**src/rtl/shift_unit_seq.sv**
```systemverilog
// Iterative shift/rotate unit: one barrel stage per cycle, valid/ready on both sides.
// Modes SLL/SRL/SRA/ROL/ROR; reports carry-out, zero and illegal-mode flags.
module shift_unit_seq #(
    parameter int WIDTH   = 8,
    parameter int SHAMT_W = $clog2(WIDTH)
) (
    input  logic               clk,
    input  logic               rst_n,
    input  logic               in_valid,
    output logic               in_ready,
    input  logic [WIDTH-1:0]   A,
    input  logic [SHAMT_W-1:0] Shamt,
    input  logic [2:0]         Mode,
    output logic               out_valid,
    input  logic               out_ready,
    output logic [WIDTH-1:0]   Y,
    output logic               Carry,
    output logic               Zero,
    output logic               Err
);

    localparam int K_W = (SHAMT_W > 1) ? $clog2(SHAMT_W) : 1;
    localparam logic [K_W-1:0] K_LAST = K_W'(SHAMT_W - 1);

    typedef enum logic [1:0] {
        S_IDLE  = 2'b00,
        S_SHIFT = 2'b01,
        S_DONE  = 2'b10
    } state_t;

    state_t             r_state;
    state_t             w_state_nxt;
    logic [K_W-1:0]     r_k;
    logic [WIDTH-1:0]   r_work;
    logic [WIDTH-1:0]   r_a0;
    logic [SHAMT_W-1:0] r_shamt;
    logic [2:0]         r_mode;
    logic [WIDTH-1:0]   r_y;
    logic               r_carry;
    logic               r_zero;
    logic               r_err;
    logic               r_in_ready;
    logic               r_out_valid;

    logic [SHAMT_W-1:0] w_amt;
    logic [SHAMT_W-1:0] w_ramt;
    logic [SHAMT_W-1:0] w_sll_idx;
    logic [SHAMT_W-1:0] w_srl_idx;
    logic [WIDTH-1:0]   w_stage;
    logic [WIDTH-1:0]   w_work_nxt;
    logic               w_carry;
    logic               w_illegal;
    logic               w_accept;

    assign w_accept  = in_valid && r_in_ready;
    assign w_illegal = (r_mode > 3'd4);

    // Next-state logic for the IDLE -> SHIFT -> DONE sequence.
    always_comb begin
        w_state_nxt = r_state;
        case (r_state)
            S_IDLE: begin
                if (w_accept) w_state_nxt = S_SHIFT;
                else          w_state_nxt = S_IDLE;
            end
            S_SHIFT: begin
                if (r_k == K_LAST) w_state_nxt = S_DONE;
                else               w_state_nxt = S_SHIFT;
            end
            S_DONE: begin
                if (out_ready) w_state_nxt = S_IDLE;
                else           w_state_nxt = S_DONE;
            end
            default: w_state_nxt = S_IDLE;
        endcase
    end

    // One barrel stage of 2^k; WIDTH is a power of two, so WIDTH-x wraps to 0-x.
    always_comb begin
        w_amt   = SHAMT_W'(1) << r_k;
        w_ramt  = {SHAMT_W{1'b0}} - w_amt;
        w_stage = r_work;
        case (r_mode)
            3'b000:  w_stage = r_work << w_amt;
            3'b001:  w_stage = r_work >> w_amt;
            3'b010:  w_stage = WIDTH'($signed(r_work) >>> w_amt);
            3'b011:  w_stage = (r_work << w_amt) | (r_work >> w_ramt);
            3'b100:  w_stage = (r_work >> w_amt) | (r_work << w_ramt);
            default: w_stage = r_work;
        endcase
        if (r_shamt[r_k]) w_work_nxt = w_stage;
        else              w_work_nxt = r_work;
    end

    // Carry-out of the whole operation, valid when the final stage is applied.
    always_comb begin
        w_sll_idx = {SHAMT_W{1'b0}} - r_shamt;
        w_srl_idx = r_shamt - SHAMT_W'(1);
        w_carry   = 1'b0;
        if (r_shamt == {SHAMT_W{1'b0}}) begin
            w_carry = 1'b0;
        end else begin
            case (r_mode)
                3'b000:  w_carry = r_a0[w_sll_idx];
                3'b001:  w_carry = r_a0[w_srl_idx];
                3'b010:  w_carry = r_a0[w_srl_idx];
                3'b011:  w_carry = w_work_nxt[0];
                3'b100:  w_carry = w_work_nxt[WIDTH-1];
                default: w_carry = 1'b0;
            endcase
        end
    end

    // State, working register and registered result/handshake outputs.
    always_ff @(posedge clk or negedge rst_n) begin
        if (!rst_n) begin
            r_state     <= S_IDLE;
            r_k         <= {K_W{1'b0}};
            r_work      <= {WIDTH{1'b0}};
            r_a0        <= {WIDTH{1'b0}};
            r_shamt     <= {SHAMT_W{1'b0}};
            r_mode      <= 3'b000;
            r_y         <= {WIDTH{1'b0}};
            r_carry     <= 1'b0;
            r_zero      <= 1'b0;
            r_err       <= 1'b0;
            r_in_ready  <= 1'b0;
            r_out_valid <= 1'b0;
        end else begin
            r_state     <= w_state_nxt;
            r_in_ready  <= (w_state_nxt == S_IDLE);
            r_out_valid <= (w_state_nxt == S_DONE);
            case (r_state)
                S_IDLE: begin
                    if (w_accept) begin
                        r_a0    <= A;
                        r_work  <= A;
                        r_shamt <= Shamt;
                        r_mode  <= Mode;
                        r_k     <= {K_W{1'b0}};
                    end
                end
                S_SHIFT: begin
                    r_work <= w_work_nxt;
                    r_k    <= r_k + K_W'(1);
                    if (r_k == K_LAST) begin
                        r_y     <= w_work_nxt;
                        r_carry <= w_carry;
                        r_zero  <= (w_work_nxt == {WIDTH{1'b0}});
                        r_err   <= w_illegal;
                    end
                end
                S_DONE: begin
                    r_work <= r_work;
                end
                default: begin
                    r_work <= r_work;
                end
            endcase
        end
    end

    assign in_ready  = r_in_ready;
    assign out_valid = r_out_valid;
    assign Y         = r_y;
    assign Carry     = r_carry;
    assign Zero      = r_zero;
    assign Err       = r_err;

endmodule

```
**config.mk**
```make
export PLATFORM = sky130hd
export DESIGN_NAME = shift_unit_seq
export DESIGN_NICKNAME = d
export VERILOG_FILES = /design/src/rtl/shift_unit_seq.sv
export SDC_FILE = /design/constraint.sdc
export NUM_CORES = 1
export LEC_CHECK = 0
export CORE_MARGIN = 8
export CORE_UTILIZATION = 40
export CTS_CLUSTER_SIZE = 16
export DETAILED_ROUTE_END_ITERATION = 8
export PLACE_DENSITY = 0.67
export SLEW_MARGIN = 40
export SYNTH_ARGS = -nofsm -noshare
export SYNTH_HDL_FRONTEND = slang
export SYNTH_SLANG_ARGS = --single-unit
```
**constraint.sdc**
```tcl
create_clock -name clk -period 6.5 [get_ports clk]
set_input_delay 0.65 -clock clk [delete_from_list [all_inputs] [get_ports clk]]
set_output_delay 0.65 -clock clk [all_outputs]
set_load 0.05 [all_outputs]
```
# Word level (Yosys, flattened, before mapping)
# Cells that the tools add are included.
# totals
reg_bits	39
input_bits	18
out_inout_bits	13
word_cells	66
# op_classes
add_sub_neg	4
order_cmp	4
eq_ne	9
shifts	6
n_mux	18
n_bitwise	2
n_reduce_logical	11
# ops
cell	n
$pmux 8 s5	1
$mux 8	2
$or 8x8->8	2
$pmux 8 s2	1
$shl 8x3->8	2
$shr 8x3->8	2
$logic_not 8->1	1
$lt 3x4->1 const B	2
$sshr 8x3->8	1
$bmux 1 s3	2
$eq 2x2->1 const B	3
$eq 3x2->1 const B	2
$logic_not 3->1	2
$mux 2	3
$pmux 2 s3	1
$reduce_and 2->1	3
$sub 1x3->3 const A	2
$mux 1	5
$logic_not 2->1	2
$pmux 1 s4	1
$pmux 2 s2	1
$eq 3x1->1 const B	1
$eq 3x3->1 const B	1
$gt 3x3->1 const B	1
10 further kinds	10

# Depth between registers and ports, before layout
# depth
depth_word	8
depth_mapped	11
mapped_depth_nobuf	9

# Worst setup path before layout
# Ideal clock, no wire load.
# synth_timing
kind	flip-flop to flip-flop
from	register r_k[1]
to	register r_zero, in the netlist Zero
setup_time_ns	0.103
arrival_time_ns	2.328
required_time_ns	6.397
setup_slack_ns	4.068
path_stages_with_launch	11
n_path_buf	1
synth_period_minus_slack_ns	2.432
path_cell_list	dfrtp_1 > inv_1 > ha_1 > buf_6 > mux4_2 > nand2_1 > a21oi_1 > nand4b_1 > a211oi_1 > nand4_1 > o41ai_2
# synth_via
elab_chain_len	7
word_cells_on_any_way	16
cone_classes	add/sub: 1; eq/ne: 1; shift: 6; mux: 4; bitwise: 2; reduce/logical: 2
# synth_lines
item	line_no	source
start: declaration	33	logic [K_W-1:0] r_k;
start signal: assignment	118	r_k <= {K_W{1'b0}};
start signal: assignment	140	r_k <= {K_W{1'b0}};
start signal: assignment	145	r_k <= r_k + K_W'(1);
$shl 1x2->3	80	w_amt = SHAMT_W'(1) << r_k;
$sub 1x3->3	81	w_ramt = {SHAMT_W{1'b0}} - w_amt;
$shl 8x3->8 or $shr 8x3->8 (tied branches)	88, 87	
$or 8x8->8, on equally long branches	88, 87	
$pmux 8 s5	83	case (r_mode)
$mux 8	91	if (r_shamt[r_k]) w_work_nxt = w_stage;
$logic_not 8->1	149	r_zero <= (w_work_nxt == {WIDTH{1'b0}});
end signal: assignment	149	
end: declaration	40	logic r_zero;
# Parallel ways exist; a longest one is shown, timed or not. The select of a mux whose other input is x is not followed.
# A chain may end at the register's enable or synchronous reset.

# Final worst setup path
# Same ends and word-level chain as after synthesis.

==> reports/metrics.csv <==
metric,value,unit
rows,32,
clock_path_buffers,2,
synth_ff_type,dfrtp_1,
overflow,0,
rrSetupSlack,3280,ps
cts_buffers,5,
wl_per_cell,21.64,um
crit_arrival,3410,ps
wl,9565,um
tightest_slew,772.8,ps
setup.worst_path.class,register to register,
worstPathCellList,inv_1 > ha_1 > xor2_1 > mux4_2 > nand2_1 > o211ai_1 > a221oi_2 > nand4_1 > o41ai_2,
cts.sinks,39,
post_cts_buffers,0,
gp_congestion,0.9587,
cts_resized,0,
place_area,3498,um2
fin_crit,3222,ps
die_x,105.5,um
min_period_over_period,49.56,%
first_pass_iters,5,
yosys.cell_types.count,66,
area_delta_synth_final,12.60,%
start_kind,register,
via_per_inst,6.326,
final_common_cell,dfrtp_1,
finalSetupViolCount,0,
synthArstFlopShare,100.0,%
min_path_type,input port to asynchronous set/reset pin,
vias,2796,
drt-initial-drc-count,302,
fin_area,3611,um2
cts_root_buf,clkbuf_8,
timing.rr.end,Zero$_DFFE_PN0P_,
slew_violations,0,
fp.dieH,105.5,um
antenna_found_initial,0,
required,6690,ps
synthesis.area,3207,um2
initial_utilization,41.29,%
cts_htree_levels,2,
pin_count,31,
port_buffers,30,
tns,0,ps
drc,0,
maxCapViolations,0,
nNetsFinal,366,
ys.warnings.count,0,
rr_worst_depth,9,
endpoint_kind,register,
status,"complete, no violations",
die_area,11140,um2
cts_tree,yes,
worstSkewPairLatency,290,ps
diodes,0,
design.core.area,7767,um2
max_freq,310.4,MHz
ys_seq_area_share,30.43,%
ys_ff_latch,39,
grt_pass1_vias,2971,
ant_nets,0,
rsz0062_at_grt,false,
final_cell_mix,"dfrtp_1 (39), nand2_1 (38), clkdlybuf4s50_1 (29), o21ai_0 (27)",
synth-edff-count,0,
cts.clk_slew.worst_paths,80,ps
grt_pass1_wl,15850,um
slew_headroom,48.31,%
place_hpwl,6691,um
critPathMaxStageDelay,700,ps
holdBufCountCts,0,
fin_skew,6.332,ps
syn_inst,328,
synth_fp_nets,355,
syn_avg_cell_area,9.777,um2
path_max_fanout,18,
slowest_stage,ha_1,
hold_violations,0,
drive_above_1_share,15.00,%
grt_max_degree,40,
grt.total_usage,17.46,%
r2r-start,r_k[1]$_DFFE_PN0P_,
==> critical path, delay by kind of cell (launching register included) <==
| kind | cells | cell delay, ps |
|---|---|---|
| AOI/OAI and AO/OA | 3 | 900 |
| xor gates and xnor gates | 1 | 270 |
| adders and majority gates | 1 | 700 |
| buffers and inverters | 1 | 180 |
| DFF | 1 | 440 |
| muxes | 1 | 350 |
| and+or+nand+nor | 2 | 280 |
==> cell families after synthesis <==
kind of cell,synth area share (%)
muxes,23.60
adders and majority gates,3.512
AOI/OAI and AO/OA,19.70
DFF,30.43
xor gates and xnor gates,1.639
and+or+nand+nor,14.71
buffers and inverters,6.399
==> layer usage <==
metal | part of all wire, % | global-route usage [%] | vias up
li1 | - | - | 1259
met1 | 45 | 23.54 | 1373
met2 | 45 | 26.30 | 147
met3 | 8.6 | 3.898 | 17
met4 | 2.3 | 7.538 | 0
met5 | 0 | 0 | -
==> metrics by stage <==
step / setup slack (ps) / hold slack [ps] / cells / util, %
3_3_place_gp: 3159 / 468.5 / 434 / 44.97
5_1_grt: 2959 / 351.8 / 442 / 46.49
4_1_cts: 3284 / 328.8 / 442 / 46.49
6_report: 3278 / 311.0 / 442 / 46.49
2_1_floorplan: 4068 / 354.4 / 328 / -
3_5_place_dp: 3323 / 477.6 / 434 / 45.04
==> worst max path at each step <==
stage / to / startpoint / depth (start not counted)
2_1_floorplan: Zero$_DFFE_PN0P_ / r_k[1]$_DFFE_PN0P_ / 10
3_3_place_gp: Zero$_DFFE_PN0P_ / r_k[0]$_DFFE_PN0P_ / 9
3_5_place_dp: Zero$_DFFE_PN0P_ / r_k[1]$_DFFE_PN0P_ / 9
4_1_cts: Zero$_DFFE_PN0P_ / r_k[1]$_DFFE_PN0P_ / 9
5_1_grt: Zero$_DFFE_PN0P_ / r_k[1]$_DFFE_PN0P_ / 9
6_report: Zero$_DFFE_PN0P_ / r_k[1]$_DFFE_PN0P_ / 9
==> registers in the layout, indices dropped and copies added (netlist names) <==
signal / count
r_shamt: 3
out_valid: 1
r_work: 8
r_k: 2
Err: 1
Zero: 1
Carry: 1
r_a0: 8
in_ready: 1
r_mode: 3
Y: 8
r_state: 2
==> cell type report <==
| cell class | instances | area (um2) |
|---|---|---|
| Clock buffer | 5 | 68.82 |
| Clock inverter | 3 | 43.79 |
| Fill cell | 745 | 4156 |
| Inverter | 13 | 48.80 |
| Multi-Input combinational cell | 248 | 2033 |
| Sequential cell | 39 | 975.9 |
| Tap cell | 102 | 127.6 |
| Timing Repair Buffer | 32 | 312.8 |
==> synth_stat cells, types with 2 or more instances <==
library cell | count | area (um2)
o21ai_0 | 27 | 135.1
and2_1 | 3 | 18.77
inv_1 | 11 | 41.29
mux4_1 | 5 | 131.4
nand3_1 | 5 | 25.02
buf_2 | 14 | 70.07
nand4_1 | 3 | 18.77
xnor2_1 | 3 | 26.28
nor2_1 | 16 | 60.06
nor2b_1 | 4 | 25.02
inv_2 | 2 | 7.510
a21oi_1 | 7 | 35.03
o221ai_1 | 3 | 26.28
mux4_2 | 12 | 270.3
nor3_1 | 8 | 40.04
mux2i_1 | 16 | 160.2
a22oi_1 | 11 | 82.58
nor3b_1 | 2 | 15.01
o2111ai_1 | 2 | 17.52
xor2_1 | 3 | 26.28
a31oi_1 | 3 | 18.77
a21o_1 | 2 | 15.01
nand2_1 | 38 | 142.6
o32a_1 | 2 | 20.02
mux2_2 | 16 | 180.2
clkbuf_1 | 8 | 30.03
o211ai_1 | 5 | 37.54
ha_1 | 9 | 112.6
dfrtp_1 | 39 | 975.9
buf_6 | 4 | 45.04
nand2b_1 | 5 | 31.28
a211oi_1 | 4 | 30.03
a22o_1 | 2 | 17.52
nand3b_1 | 2 | 15.01
Power is not shown: default switching activity piles up to over one toggle a cycle in this logic, so the estimate is an artifact.
